### src/rtl/dbg_insn_sequencer_pkg.sv
// Shared RV32 encoding helpers for the debug instruction sequencer:
// opcode/funct3 constants, debug CSR addresses, U/I-type word builders.
package dbg_insn_sequencer_pkg;

    localparam logic [6:0] OPC_LUI    = 7'b0110111;
    localparam logic [6:0] OPC_OP_IMM = 7'b0010011;
    localparam logic [6:0] OPC_SYSTEM = 7'b1110011;

    localparam logic [2:0] F3_ADDI  = 3'b000;
    localparam logic [2:0] F3_CSRRW = 3'b001;
    localparam logic [2:0] F3_CSRRS = 3'b010;

    localparam logic [11:0] CSR_DSCRATCH0 = 12'h7B2;
    localparam logic [11:0] CSR_DSCRATCH1 = 12'h7B3;

    localparam logic [4:0] REG_ZERO = 5'd0;
    localparam logic [4:0] REG_TMP  = 5'd5;

    typedef struct packed {
        logic [19:0] imm;
        logic [4:0]  rd;
        logic [6:0]  opcode;
    } utype_t;

    typedef struct packed {
        logic [11:0] imm;
        logic [4:0]  rs1;
        logic [2:0]  funct3;
        logic [4:0]  rd;
        logic [6:0]  opcode;
    } itype_t;

    typedef enum logic [1:0] {
        ST_IDLE,
        ST_EMIT,
        ST_DONE,
        ST_ERR
    } seq_state_t;

    function automatic logic [31:0] enc_u(input logic [4:0] rd, input logic [19:0] imm20);
        utype_t u;
        u.imm    = imm20;
        u.rd     = rd;
        u.opcode = OPC_LUI;
        return u;
    endfunction

    function automatic logic [31:0] enc_i(input logic [6:0] op, input logic [2:0] f3,
                                          input logic [4:0] rd, input logic [4:0] rs1,
                                          input logic [11:0] imm12);
        itype_t i;
        i.imm    = imm12;
        i.rs1    = rs1;
        i.funct3 = f3;
        i.rd     = rd;
        i.opcode = op;
        return i;
    endfunction

    // ADDI sign-extends its 12-bit immediate, so bit 11 must be pre-added into the LUI part.
    function automatic logic [19:0] split_hi(input logic [31:0] value);
        return value[31:12] + {19'd0, value[11]};
    endfunction

endpackage

### src/rtl/dbg_insn_sequencer_if.sv
// Command channel plus instruction-injection channel of the debug sequencer.
// master = debug host/core side, slave = sequencer.
interface dbg_insn_sequencer_if;

    logic        cmd_valid;
    logic        cmd_ready;
    logic        cmd_write;
    logic        cmd_is_csr;
    logic [11:0] cmd_regno;
    logic [31:0] cmd_data;
    logic        insn_valid;
    logic        insn_ready;
    logic [31:0] insn;
    logic        cmd_done;
    logic        cmd_err;

    modport master (
        output cmd_valid, cmd_write, cmd_is_csr, cmd_regno, cmd_data, insn_ready,
        input  cmd_ready, insn_valid, insn, cmd_done, cmd_err
    );

    modport slave (
        input  cmd_valid, cmd_write, cmd_is_csr, cmd_regno, cmd_data, insn_ready,
        output cmd_ready, insn_valid, insn, cmd_done, cmd_err
    );

endinterface

### src/rtl/dbg_insn_sequencer.sv
// Turns one GPR/CSR read or write command into a short stream of RV32 instruction
// words for the core's debug-injection slot, moving data through dscratch0/1.
module dbg_insn_sequencer
    import dbg_insn_sequencer_pkg::*;
#(
    parameter logic [11:0] SCRATCH0_CSR = CSR_DSCRATCH0,
    parameter logic [11:0] SCRATCH1_CSR = CSR_DSCRATCH1,
    parameter logic [4:0]  TMP_REG      = REG_TMP
) (
    input logic                 clk,
    input logic                 rst,
    dbg_insn_sequencer_if.slave bus
);

    seq_state_t  state, state_nxt;
    logic [2:0]  step, step_nxt, last_step;
    logic        lat_write, lat_is_csr;
    logic [11:0] lat_regno;
    logic [31:0] lat_data;
    logic        can_accept, accept, illegal;
    logic [19:0] hi;
    logic [11:0] lo;
    logic [4:0]  gpr;
    logic [31:0] word;

    assign can_accept = (state == ST_IDLE) || (state == ST_DONE);
    assign accept     = bus.cmd_valid && can_accept;
    assign illegal    = !bus.cmd_is_csr && (bus.cmd_regno[11:5] != 7'd0);

    assign bus.cmd_ready  = can_accept;
    assign bus.insn_valid = (state == ST_EMIT);
    assign bus.insn       = (state == ST_EMIT) ? word : 32'd0;
    assign bus.cmd_done   = (state == ST_DONE);
    assign bus.cmd_err    = (state == ST_ERR);

    always_ff @(posedge clk or posedge rst) begin
        if (rst) begin
            state <= ST_IDLE;
            step  <= 3'd0;
        end else begin
            state <= state_nxt;
            step  <= step_nxt;
        end
    end

    // Command payload is plain data: captured on accept, never reset.
    always_ff @(posedge clk) begin
        if (accept) begin
            lat_write  <= bus.cmd_write;
            lat_is_csr <= bus.cmd_is_csr;
            lat_regno  <= bus.cmd_regno;
            lat_data   <= bus.cmd_data;
        end
    end

    assign hi  = split_hi(lat_data);
    assign lo  = lat_data[11:0];
    assign gpr = lat_regno[4:0];

    always_comb begin
        last_step = 3'd0;
        case ({lat_is_csr, lat_write})
            2'b00:   last_step = 3'd0;
            2'b01:   last_step = 3'd1;
            2'b10:   last_step = 3'd3;
            default: last_step = 3'd4;
        endcase
    end

    always_comb begin
        word = 32'd0;
        case ({lat_is_csr, lat_write})
            2'b01: begin
                if (step == 3'd0) word = enc_u(gpr, hi);
                else              word = enc_i(OPC_OP_IMM, F3_ADDI, gpr, gpr, lo);
            end
            2'b00: word = enc_i(OPC_SYSTEM, F3_CSRRW, REG_ZERO, gpr, SCRATCH0_CSR);
            2'b11: begin
                case (step)
                    3'd0:    word = enc_i(OPC_SYSTEM, F3_CSRRW, REG_ZERO, TMP_REG, SCRATCH1_CSR);
                    3'd1:    word = enc_u(TMP_REG, hi);
                    3'd2:    word = enc_i(OPC_OP_IMM, F3_ADDI, TMP_REG, TMP_REG, lo);
                    3'd3:    word = enc_i(OPC_SYSTEM, F3_CSRRW, REG_ZERO, TMP_REG, lat_regno);
                    default: word = enc_i(OPC_SYSTEM, F3_CSRRS, TMP_REG, REG_ZERO, SCRATCH1_CSR);
                endcase
            end
            default: begin
                case (step)
                    3'd0:    word = enc_i(OPC_SYSTEM, F3_CSRRW, REG_ZERO, TMP_REG, SCRATCH1_CSR);
                    3'd1:    word = enc_i(OPC_SYSTEM, F3_CSRRS, TMP_REG, REG_ZERO, lat_regno);
                    3'd2:    word = enc_i(OPC_SYSTEM, F3_CSRRW, REG_ZERO, TMP_REG, SCRATCH0_CSR);
                    default: word = enc_i(OPC_SYSTEM, F3_CSRRS, TMP_REG, REG_ZERO, SCRATCH1_CSR);
                endcase
            end
        endcase
    end

    always_comb begin
        state_nxt = state;
        step_nxt  = step;
        case (state)
            ST_IDLE, ST_DONE: begin
                state_nxt = ST_IDLE;
                if (accept) begin
                    state_nxt = illegal ? ST_ERR : ST_EMIT;
                    step_nxt  = 3'd0;
                end
            end
            ST_EMIT: begin
                if (bus.insn_ready) begin
                    if (step == last_step) begin
                        state_nxt = ST_DONE;
                        step_nxt  = 3'd0;
                    end else begin
                        step_nxt = step + 3'd1;
                    end
                end
            end
            default: state_nxt = ST_IDLE;
        endcase
    end

endmodule
### src/flat_wrapper.sv
// flat-port wrapper written by rule: the top's interface ports become plain ports
module dbg_insn_sequencer_flat import dbg_insn_sequencer_pkg::*;
#(
    parameter logic [11:0] SCRATCH0_CSR = CSR_DSCRATCH0,
    parameter logic [11:0] SCRATCH1_CSR = CSR_DSCRATCH1,
    parameter logic [4:0]  TMP_REG      = REG_TMP
)
  (clk, rst, bus_cmd_valid, bus_cmd_write, bus_cmd_is_csr, bus_cmd_regno, bus_cmd_data, bus_insn_ready, bus_cmd_ready, bus_insn_valid, bus_insn, bus_cmd_done, bus_cmd_err);
  dbg_insn_sequencer_if bus_i ();
  input logic clk;
  input logic rst;
  input wire logic [$bits(bus_i.cmd_valid)-1:0] bus_cmd_valid;
  input wire logic [$bits(bus_i.cmd_write)-1:0] bus_cmd_write;
  input wire logic [$bits(bus_i.cmd_is_csr)-1:0] bus_cmd_is_csr;
  input wire logic [$bits(bus_i.cmd_regno)-1:0] bus_cmd_regno;
  input wire logic [$bits(bus_i.cmd_data)-1:0] bus_cmd_data;
  input wire logic [$bits(bus_i.insn_ready)-1:0] bus_insn_ready;
  output wire logic [$bits(bus_i.cmd_ready)-1:0] bus_cmd_ready;
  output wire logic [$bits(bus_i.insn_valid)-1:0] bus_insn_valid;
  output wire logic [$bits(bus_i.insn)-1:0] bus_insn;
  output wire logic [$bits(bus_i.cmd_done)-1:0] bus_cmd_done;
  output wire logic [$bits(bus_i.cmd_err)-1:0] bus_cmd_err;
  assign bus_i.cmd_valid = bus_cmd_valid;
  assign bus_i.cmd_write = bus_cmd_write;
  assign bus_i.cmd_is_csr = bus_cmd_is_csr;
  assign bus_i.cmd_regno = bus_cmd_regno;
  assign bus_i.cmd_data = bus_cmd_data;
  assign bus_i.insn_ready = bus_insn_ready;
  assign bus_cmd_ready = bus_i.cmd_ready;
  assign bus_insn_valid = bus_i.insn_valid;
  assign bus_insn = bus_i.insn;
  assign bus_cmd_done = bus_i.cmd_done;
  assign bus_cmd_err = bus_i.cmd_err;
  dbg_insn_sequencer #(.SCRATCH0_CSR(SCRATCH0_CSR), .SCRATCH1_CSR(SCRATCH1_CSR), .TMP_REG(TMP_REG)) u_core (.clk(clk), .rst(rst), .bus(bus_i));
endmodule
### config.mk
export PLATFORM = sky130hd
export DESIGN_NAME = dbg_insn_sequencer_flat
export DESIGN_NICKNAME = d
export VERILOG_FILES = /design/src/rtl/dbg_insn_sequencer_pkg.sv /design/src/rtl/dbg_insn_sequencer_if.sv /design/src/rtl/dbg_insn_sequencer.sv /design/src/flat_wrapper.sv
export SDC_FILE = /design/constraint.sdc
export NUM_CORES = 1
export LEC_CHECK = 0
export CAP_MARGIN = 10
export CORE_UTILIZATION = 41
export CTS_BUF_LIST = sky130_fd_sc_hd__clkbuf_16
export CTS_CLUSTER_DIAMETER = 50
export CTS_CLUSTER_SIZE = 14
export DETAILED_ROUTE_END_ITERATION = 16
export GPL_TIMING_DRIVEN = 0
export PLACE_DENSITY_LB_ADDON = 0.25
export SLEW_MARGIN = 30
export SYNTH_ARGS = -nofsm -noshare
export SYNTH_HDL_FRONTEND = slang
export SYNTH_SLANG_ARGS = --single-unit
### constraint.sdc
create_clock -name clk -period 5.5 [get_ports clk]
set_input_delay 1.1 -clock clk [delete_from_list [all_inputs] [get_ports clk]]
set_output_delay 1.1 -clock clk [all_outputs]
set_load 0.005 [all_outputs]
### After elaboration in Yosys (flattened, before gate mapping)

Index checks and enable logic that the tools add are counted.

| storage, ports and cells | value |
|---|---|
| bits in registers | 51 |
| logic and storage cells | 48 |

| cells by class | value |
|---|---|
| add/subtract/negate cells | 2 |
| eq/ne operators | 13 |
| multiplexer cells | 15 |
| reduce and logical (&&, ||, !) cells | 12 |

Operators with widths:

| cell | number |
|---|---|
| $pmux W32 S3 | 2 |
| $pmux W32 S4 | 1 |
| $mux W32 | 2 |
| $add A20 B1 Y20 | 1 |
| $mux W3 | 3 |
| $pmux W3 S3 | 1 |
| $eq A2 B2 Y1 const B | 4 |
| $mux W2 | 4 |
| $reduce_bool A7 Y1 | 1 |
| $eq A3 B2 Y1 const B | 2 |
| $pmux W3 S2 | 1 |
| $eq A2 B1 Y1 const B | 2 |
| $logic_not A2 Y1 | 2 |
| $ne A2 B1 Y1 const B | 2 |
| $pmux W2 S2 | 1 |
| $add A3 B1 Y3 const B | 1 |
| $eq A3 B1 Y1 const B | 1 |
| $eq A3 B3 Y1 | 1 |
| $logic_not A3 Y1 | 1 |
| $reduce_and A3 Y1 | 1 |
| $logic_and A1 B1 Y1 | 2 |
| $ne A2 B2 Y1 const B | 1 |
| $reduce_and A2 Y1 | 1 |
| $reduce_bool A2 Y1 | 1 |
| other kinds (3) | 3 |

### Depth between registers and ports, before layout

Gate-level depths: netlist of run 1.

| logic depth | value |
|---|---|
| depth in word-level cells | 6 |
| gate-level depth with buffers | 9 |
| depth with buffers taken out | 7 |

### Worst setup path after synthesis of run 1

No wires, ideal clock.

| timing | value |
|---|---|
| path kind | reg2out |
| start point | reg u_core.step[1] |
| end point | out bus_insn[25] |
| arrival | 1.727 ns |
| required time | 4.400 ns |
| setup slack | 2.673 ns |
| cell stages (with the launch flop) | 10 |
| path buffers | 2 |
| cell sequence | dfrtp_1 -> inv_1 -> ha_1 -> clkbuf_2 -> nand2b_1 -> a32o_1 -> buf_2 -> a221o_1 -> a21oi_1 -> a21oi_1 |

| between the ends | value |
|---|---|
| cells in the longest elaborated chain, start to end | 4 |

Ends and longest elaborated chain:

| element | line | text |
|---|---|---|
| start: declaration | dbg_insn_sequencer.sv:16 | `logic [2:0] step, step_nxt, last_step;` |
| start signal: assignment | dbg_insn_sequencer.sv:42 | `step <= step_nxt;` |
| $eq A3 B2 Y1, or another cell as far along | dbg_insn_sequencer.sv:79 | `case (step)` |
| $pmux W32 S4, or another cell as far along | dbg_insn_sequencer.sv:79 |  |
| $pmux W32 S3 * | dbg_insn_sequencer.sv:72 | `case ({lat_is_csr, lat_write})` |
| $mux W32 * | dbg_insn_sequencer.sv:32 | `assign bus.insn = (state == ST_EMIT) ? word : 32'd0;` |
| end: declaration | flat_wrapper.sv:20 | `output wire logic [$bits(bus_i.insn)-1:0] bus_insn;` |

Every way passes the cells marked *; elsewhere a longest branch is shown, timed or not.

### Final worst setup path of run 1

| timing | value |
|---|---|
| start point | reg u_core.step[1] |
| end point | out bus_insn[30] |

The elaborated chain is that of the path after synthesis.

==> impl_results.rst, run 1 <==
.. list-table::
   :header-rows: 1

   * - Metric
     - Value
   * - Number of violations of the max-capacitance limit
     - 0
   * - Yosys Warn Count
     - 0
   * - Fraction of final layout cells with drive strength greater than 1
     - 0.0775
   * - Floorplan core area
     - approximately 7000 sq um
   * - Data arrival time of the worst path
     - approximately 3 ns
   * - Maximum number of pins on one net before global-route repair
     - 34
   * - Setup TNS after final layout
     - 0 ns
   * - Flop and latch count out of synthesis
     - 51
   * - Power per Cell Area
     - about 420 nW/um^2
   * - Startpoint Class
     - register
   * - Post-CTS sizing
     - 0
   * - Hold buffers post-CTS
     - 0
   * - ANT nets after route
     - 0
   * - Highest routed layer
     - met4
   * - Tightest hold margin
     - about 0.62 ns
   * - Met3 Routed Length
     - approximately 480 microns
   * - Final setup viols
     - 0
   * - Via density per instance
     - roughly 5.5
   * - Final Critical Period
     - ~4.1 ns
   * - Result of the run
     - complete, no violations
   * - Post-Route WL
     - ~8.6 mm
   * - Number of buffers added by the clock tree synthesis step
     - 5
   * - Gr ovfl total
     - 0
   * - Count of buffers from port buffering
     - 84
   * - Largest incremental delay on the critical path
     - 0.54 ns
   * - Max-Slew Margin vs Limit
     - 0.543
   * - Post-synth cell types
     - 48
   * - Transition time of the tightest slew-check pin
     - 0.683 ns
   * - Final period util
     - 0.754
   * - Final Hold Viols
     - 0
   * - Horizontal extent of the die
     - 87.8 microns
   * - Global-route wire length before repair
     - between 10 and 15 mm
   * - Final count of pins violating max slew
     - 0
   * - Average instance area after synthesis
     - 10.3 sq um
   * - Latest clock arrival within the worst-skew pair
     - 0.29 ns
   * - Clock slew at reported path FFs
     - around 0.070 ns
   * - Number of buffers inserted to repair setup after CTS
     - 0
   * - Seq/Total Area, Yosys
     - 0.499
   * - Path type of the worst min-delay path
     - register to register
   * - Most used cells in the layout excluding fill and tap cells
     - sky130_fd_sc_hd__clkdlybuf4s50_1 (84), sky130_fd_sc_hd__nand2_1 (46), sky130_fd_sc_hd__edfxtp_1 (46), sky130_fd_sc_hd__a21oi_1 (17), sky130_fd_sc_hd__nor2_1 (15)
   * - # rows
     - 30
   * - Max IR drop VDD
     - 0.177 mV
   * - Standard cell with the maximum stage delay on the critical path
     - sky130_fd_sc_hd__clkdlybuf4s50_1
   * - Leak pwr
     - approximately 0.0015 uW
   * - Biggest fanout along the worst timing path
     - 10
   * - Sink Count
     - 51
   * - Worst path cell trace
     - inv_1 -> ha_1 -> nand2_1 -> a21oi_2 -> clkbuf_1 -> o21ai_1 -> a22oi_1 -> clkdlybuf4s50_1
   * - Routed length on met1
     - roughly 3.8 mm
   * - CTS H-Tree Depth
     - 2
   * - Area growth syn-to-layout
     - 37.3%
   * - Synthesized area
     - approximately 3000 sq um
   * - HPWL after detailed placement
     - 6.54 mm
   * - Via count
     - 2646
   * - RSZ-0062 raised after global routing
     - no
   * - Die height
     - 87.8 microns
   * - Clock tree root buffer cell
     - sky130_fd_sc_hd__clkbuf_16
   * - Global router's overall resource usage
     - 0.238
   * - Kind of cell adding the most delay to the critical path
     - buffers and inverters
   * - Antenna diodes
     - 0
   * - Number of DRC violations after detailed-routing iteration 0
     - between 150 and 200
   * - TritonCTS clock tree
     - built
   * - Buffers from clock root to sink, at most
     - 2
   * - Classification of the worst setup path
     - register to output port
   * - Ports
     - 86
   * - DR DRC count
     - 0
   * - Most common cell after layout, fill and taps aside
     - sky130_fd_sc_hd__clkdlybuf4s50_1
   * - Nets
     - 447
   * - Number of buffers and inverters on the critical path
     - 3
   * - Starting utilization of the core area
     - 0.435
   * - RePlAce Congestion
     - approximately 0.95
   * - Net count after synthesis
     - roughly 360
   * - Number of global-route vias before repair
     - around 2600
   * - DR WL/cell
     - approximately 18 microns
   * - Achievable clock frequency
     - between 200 and 250 MHz
   * - Number of antenna violations at the first check in global routing
     - 0
   * - Cells after synthesis
     - 294
   * - Crit end category
     - output port
   * - Detailed-routed wire length on met2
     - roughly 4.1 mm
   * - Initial DRT Pass Iterations
     - 4
   * - Required time of the critical path
     - roughly 4.4 ns
   * - Worst Clk Skew
     - between 0.003 and 0.004 ns
   * - Total die area
     - approximately 7700 sq um
synth_stat cells (all sizes together):
cell type,count,share of area
a211oi,3,0.0075
a21oi,18,0.031
a221o,5,0.017
a221oi,10,0.035
a22o,3,0.0087
a22oi,4,0.0099
a311oi,1,0.0029
a31oi,2,0.0041
a32o,1,0.0033
and2,2,0.0041
and3,8,0.017
and4,2,0.0066
buf,9,0.018
clkbuf,9,0.012
clkinv,1,0.0012
conb,1,0.0012
dfrtp,5,0.041
edfxtp,46,0.46
ha,11,0.046
inv,11,0.014
nand2,46,0.057
nand2b,2,0.0041
nand3,11,0.020
nand4,7,0.022
nor2,15,0.019
nor2b,2,0.0041
nor3,3,0.0050
nor4,7,0.017
o21a,3,0.0075
o21ai,16,0.027
o31a,3,0.0087
o31ai,5,0.012
or2,1,0.0021
or3,2,0.0041
or4,1,0.0025
xnor2,9,0.026
xor2,9,0.026
sequential cells by signal, indices dropped and copies added (netlist names):
register and count:
u_core.state 2, u_core.step 3, u_core.lat_write 1, u_core.lat_is_csr 1, u_core.lat_data 32, u_core.lat_regno 12
power by group:
group | internal, uW | leakage, uW | switching (uW) | total, uW
registers | 515 | 0.000496 | 67.3 | 582
clock network | 169 | 0.0000716 | 144 | 313
logic | 414 | 0.000927 | 438 | 852
total | 1100 | 0.00149 | 649 | 1750
cells by family (layout without fill, tap and decap cells):
| group | after synthesis | after routing | share of synthesized area |
|---|---|---|---|
| buffers and inverters | 30 | 123 | 0.0447 |
| adders and majority gates | 11 | 11 | 0.0456 |
| and+or+nand+nor | 109 | 109 | 0.183 |
| AOI/OAI and AO/OA | 74 | 74 | 0.174 |
| DFF | 51 | 51 | 0.499 |
| xor gates and xnor gates | 18 | 18 | 0.0522 |
| other | 1 | 1 | 0.00124 |
stage by stage:
step	cell area [sq um]	power (uW)	util	std cells	setup slack, ns
after global placement	3980	1420	0.573	474	1.69
after global routing	4150	1870	0.597	483	1.13
final	4150	1750	0.597	483	1.35
after floorplan	3020	1010	-	294	2.67
after CTS	4150	1750	0.597	483	1.35
after detailed placement	4000	1440	0.576	475	1.69
final timing paths:
check / end / slack [ns] / cells past startpoint / startpoint
worst max-delay path: bus_insn[30] / 1.35 / 8 / u_core.step[1]$_DFFE_PP0P_
worst min-delay path: u_core.step[0]$_DFFE_PP0P_ / 0.62 / 1 / u_core.step[0]$_DFFE_PP0P_
worst max register to register: u_core.state[0]$_DFFE_PP0P_ / 3.45 / 8 / u_core.lat_write$_DFFE_PP_
worst min register to register: u_core.step[0]$_DFFE_PP0P_ / 0.62 / 1 / u_core.step[0]$_DFFE_PP0P_
max in group asynchronous: u_core.state[1]$_DFFE_PP0P_ / 4.33 / 2 / rst
min in group asynchronous: u_core.step[0]$_DFFE_PP0P_ / 1.01 / 2 / rst
metal layers:
layer,up-vias,global-route usage
li1,1280,-
met3,10,0.0377
met4,0,0.0924
met1,1238,0.314
met2,118,0.395
met5,-,0
layout make-up:
type / count / area (sq um)
Inverter: 12 / 45.0
Clock buffer: 5 / 125
Buffer: 18 / 90.1
Clock inverter: 3 / 20.0
Multi-Input combinational cell: 213 / 1380
Timing Repair Buffer: 85 / 861
Tap cell: 96 / 120
Fill cell: 607 / 2800
Sequential cell: 51 / 1510
(Power assumes the default switching activity.)
==> inputs of run 2 (changes only) <==
clock period = 3.48 ns   (was 5.5 ns; I/O delays follow)
==> run 2 against run 1 <==
Against the previous run:
- sequential share of layout area decreased by 0.46 points
- non-clock buffer count rose by 2
- sequential power up 58%
- clock skew about the same
- sequential cell count stayed put
- design area up 1.4%
- die area did not move
==> impl_results.rst, run 2 (synthesis gave the netlist of run 1 again) <==
.. list-table::
   :header-rows: 1

   * - Metric
     - Value
   * - Result of the run
     - complete, no violations
   * - M1 GR Usage
     - 0.310
   * - Standard cell with the maximum stage delay on the critical path
     - sky130_fd_sc_hd__clkdlybuf4s50_1
   * - Transition time of the tightest slew-check pin
     - 0.572 ns
   * - Floorplan core area
     - about 6900 sq um
   * - Initial DRT Pass Iterations
     - 5
   * - Post-Route WL
     - 8.63 mm
   * - Number of buffers and inverters on the critical path
     - 3
   * - Count of buffers from port buffering
     - 84
   * - Final Critical Period
     - around 3.4 ns
   * - Biggest fanout along the worst timing path
     - 9
   * - Largest registers
     - u_core.lat_data (32), u_core.lat_regno (12), u_core.step (3)
   * - Nets
     - between 400 and 500
   * - Fraction of met2 tracks used by global routing
     - 0.399
   * - Sink Count
     - 51
   * - Met3 track utilization from global routing
     - 0.0396
   * - Area after detailed placement
     - around 4000 sq um
   * - Buffers from clock root to sink, at most
     - 2
   * - Latest clock arrival within the worst-skew pair
     - 0.29 ns
   * - RSZ-0062 raised after global routing
     - no
   * - Data arrival time of the worst path
     - about 2.7 ns
   * - ANT nets after route
     - 0
   * - Flip-flop count of the largest register, all copies and words added
     - 32
   * - Final period util
     - 0.963
   * - Number of antenna violations at the first check in global routing
     - 0
   * - Most used cells in the layout excluding fill and tap cells
     - sky130_fd_sc_hd__clkdlybuf4s50_1 (80), sky130_fd_sc_hd__nand2_1 (46), sky130_fd_sc_hd__edfxtp_1 (46), sky130_fd_sc_hd__a21oi_1 (17), sky130_fd_sc_hd__nor2_1 (14)
   * - Antenna diodes
     - 0
   * - Fraction of final layout cells with drive strength greater than 1
     - 0.111
   * - Total die area
     - around 7700 sq um
   * - Setup TNS after final layout
     - 0 ns
   * - Kind of cell adding the most delay to the critical path
     - buffers and inverters
   * - Die height
     - approximately 90 microns
   * - Area growth syn-to-layout
     - 39.3%
   * - Gr ovfl total
     - 0
   * - Via count
     - about 2700
   * - Final Instance Area
     - approximately 4200 sq um
   * - Largest incremental delay on the critical path
     - approximately 0.50 ns
   * - Worst reg2reg path depth
     - 6
   * - DR DRC count
     - 0
   * - Final Hold Viols
     - 0
   * - Clock tree root buffer cell
     - sky130_fd_sc_hd__clkbuf_16
   * - Worst R2R End
     - u_core.state[0]$_DFFE_PP0P_
   * - Leak pwr
     - 0.00156 uW
   * - Number of DRC violations after detailed-routing iteration 0
     - 134
   * - Global-route wire length before repair
     - 13.5 mm
   * - Path type of the worst min-delay path
     - register to register
   * - HPWL after detailed placement
     - around 6.5 mm
   * - TritonCTS clock tree
     - built
   * - Starting utilization of the core area
     - 0.435
   * - Maximum number of pins on one net before global-route repair
     - 34
   * - Power per Cell Area
     - 664 nW/um^2
   * - Achievable clock frequency
     - between 200 and 300 MHz
   * - Beginning of the worst register-to-register path
     - u_core.step[2]$_DFFE_PP0P_
   * - Final setup viols
     - 0
   * - Worst path cell trace
     - inv_1 -> ha_1 -> clkbuf_4 -> nor2_2 -> nand2_1 -> a221o_1 -> a21oi_1 -> a311oi_1 -> clkdlybuf4s50_1
   * - Clock slew at reported path FFs
     - 0.07 ns
   * - Hold Path Cell Cnt
     - 1
   * - # rows
     - 30
   * - Largest Register
     - u_core.lat_data
   * - Most common cell after layout, fill and taps aside
     - sky130_fd_sc_hd__clkdlybuf4s50_1
   * - Max IR drop VDD
     - between 0.2 and 0.3 mV
   * - Crit end category
     - output port
   * - Max-Slew Margin vs Limit
     - 0.618
   * - Hold buffers post-CTS
     - 0
   * - Via density per instance
     - approximately 5.5
   * - Classification of the worst setup path
     - register to output port
   * - Horizontal extent of the die
     - between 80 and 90 microns
   * - Startpoint Class
     - register
   * - RePlAce Congestion
     - between 0.9 and 1
   * - DR WL/cell
     - 17.8 microns
   * - Layer with the highest usage
     - met2
   * - Global router's overall resource usage
     - 0.239
   * - Min-delay src
     - u_core.step[0]$_DFFE_PP0P_
   * - Setup slack on the worst flop-to-flop path
     - approximately 1.6 ns
   * - Fill cell count
     - between 600 and 700
   * - CTS H-Tree Depth
     - 2
   * - Hold Path End
     - u_core.step[0]$_DFFE_PP0P_
   * - Number of global-route vias before repair
     - about 2600
   * - Final count of pins violating max slew
     - 0
   * - Number of buffers added by the clock tree synthesis step
     - 5
   * - Worst Clk Skew
     - around 0.0036 ns
   * - Tightest hold margin
     - about 0.54 ns
   * - Required time of the critical path
     - between 2 and 3 ns
   * - Number of violations of the max-capacitance limit
     - 0
   * - Ports
     - 86
==> run 2: changes by cell type in the layout (fill, tap and decap cells not counted), moves of 3 or more <==
cell	delta
sky130_fd_sc_hd__dlymetal6s2s_1	+4
sky130_fd_sc_hd__ha_1	-3
sky130_fd_sc_hd__clkbuf_4	+3
sky130_fd_sc_hd__ha_2	+3
sky130_fd_sc_hd__clkdlybuf4s50_1	-4
sky130_fd_sc_hd__clkbuf_1	-4
sky130_fd_sc_hd__buf_4	+3
==> run 2: worst max-delay path by stage <==
stage	start	endpoint	slack, ns	cells after the start
after floorplan	u_core.step[1]$_DFFE_PP0P_	bus_insn[25]	1.06	9
after global placement	u_core.step[1]$_DFFE_PP0P_	bus_insn[29]	0.07	8
after detailed placement	u_core.step[0]$_DFFE_PP0P_	bus_insn[29]	0.07	9
after CTS	u_core.step[1]$_DFFE_PP0P_	bus_insn[25]	0.02	10
after global routing	u_core.step[0]$_DFFE_PP0P_	bus_insn[20]	0.01	9
final	u_core.step[0]$_DFFE_PP0P_	bus_insn[20]	0.13	9
==> run 2: final cells by class <==
type                    count  area [sq um]  area share
flip-flops and latches     51          1510       0.359
repair buffers             88           893       0.212
well taps                  96           120      0.0286
multi-input cells         213          1400       0.332
clock buffers               5           125      0.0297
inverters                  12          45.0      0.0107
clock inverters             3          20.0     0.00476
plain buffers              17          97.6      0.0232
==> run 2: metal layers <==
metal / up-vias / share of wire
met3: 16 / 0.069
met4: 0 / 0.019
met5: - / 0
met2: 130 / 0.48
met1: 1242 / 0.43
li1: 1286 / -
==> run 2: worst register-to-register path, cell delays in order, from the launching register on <==
cell	delay (ns)
sky130_fd_sc_hd__dfrtp_1	0.53
sky130_fd_sc_hd__clkbuf_1	0.39
sky130_fd_sc_hd__xor2_1	0.12
sky130_fd_sc_hd__nor3_1	0.44
sky130_fd_sc_hd__nand2_1	0.10
sky130_fd_sc_hd__nand2_1	0.08
sky130_fd_sc_hd__nand2_1	0.06
==> run 2: power by group <==
group          switching [uW]  leakage (uW)  internal (uW)  total, uW
combinational             699      0.000994            675       1370
sequential                107      0.000493            815        922
clock                     228     0.0000716            267        495
==> run 2: timing repair <==
item,in CTS,in global routing
resized for setup,5,16
setup buffers,0,3
endpoints found under the setup margin,11,15
pin swaps,0,1
==> run 2: per-stage QoR <==
stage	cells	util	power, uW	setup WS [ns]
final	485	0.606	2790	0.129
after global routing	485	0.606	2980	0.0135
after detailed placement	475	0.576	2270	0.0717
after floorplan	294	-	1600	1.06
after CTS	482	0.599	2770	0.0180
after global placement	474	0.573	2240	0.0693
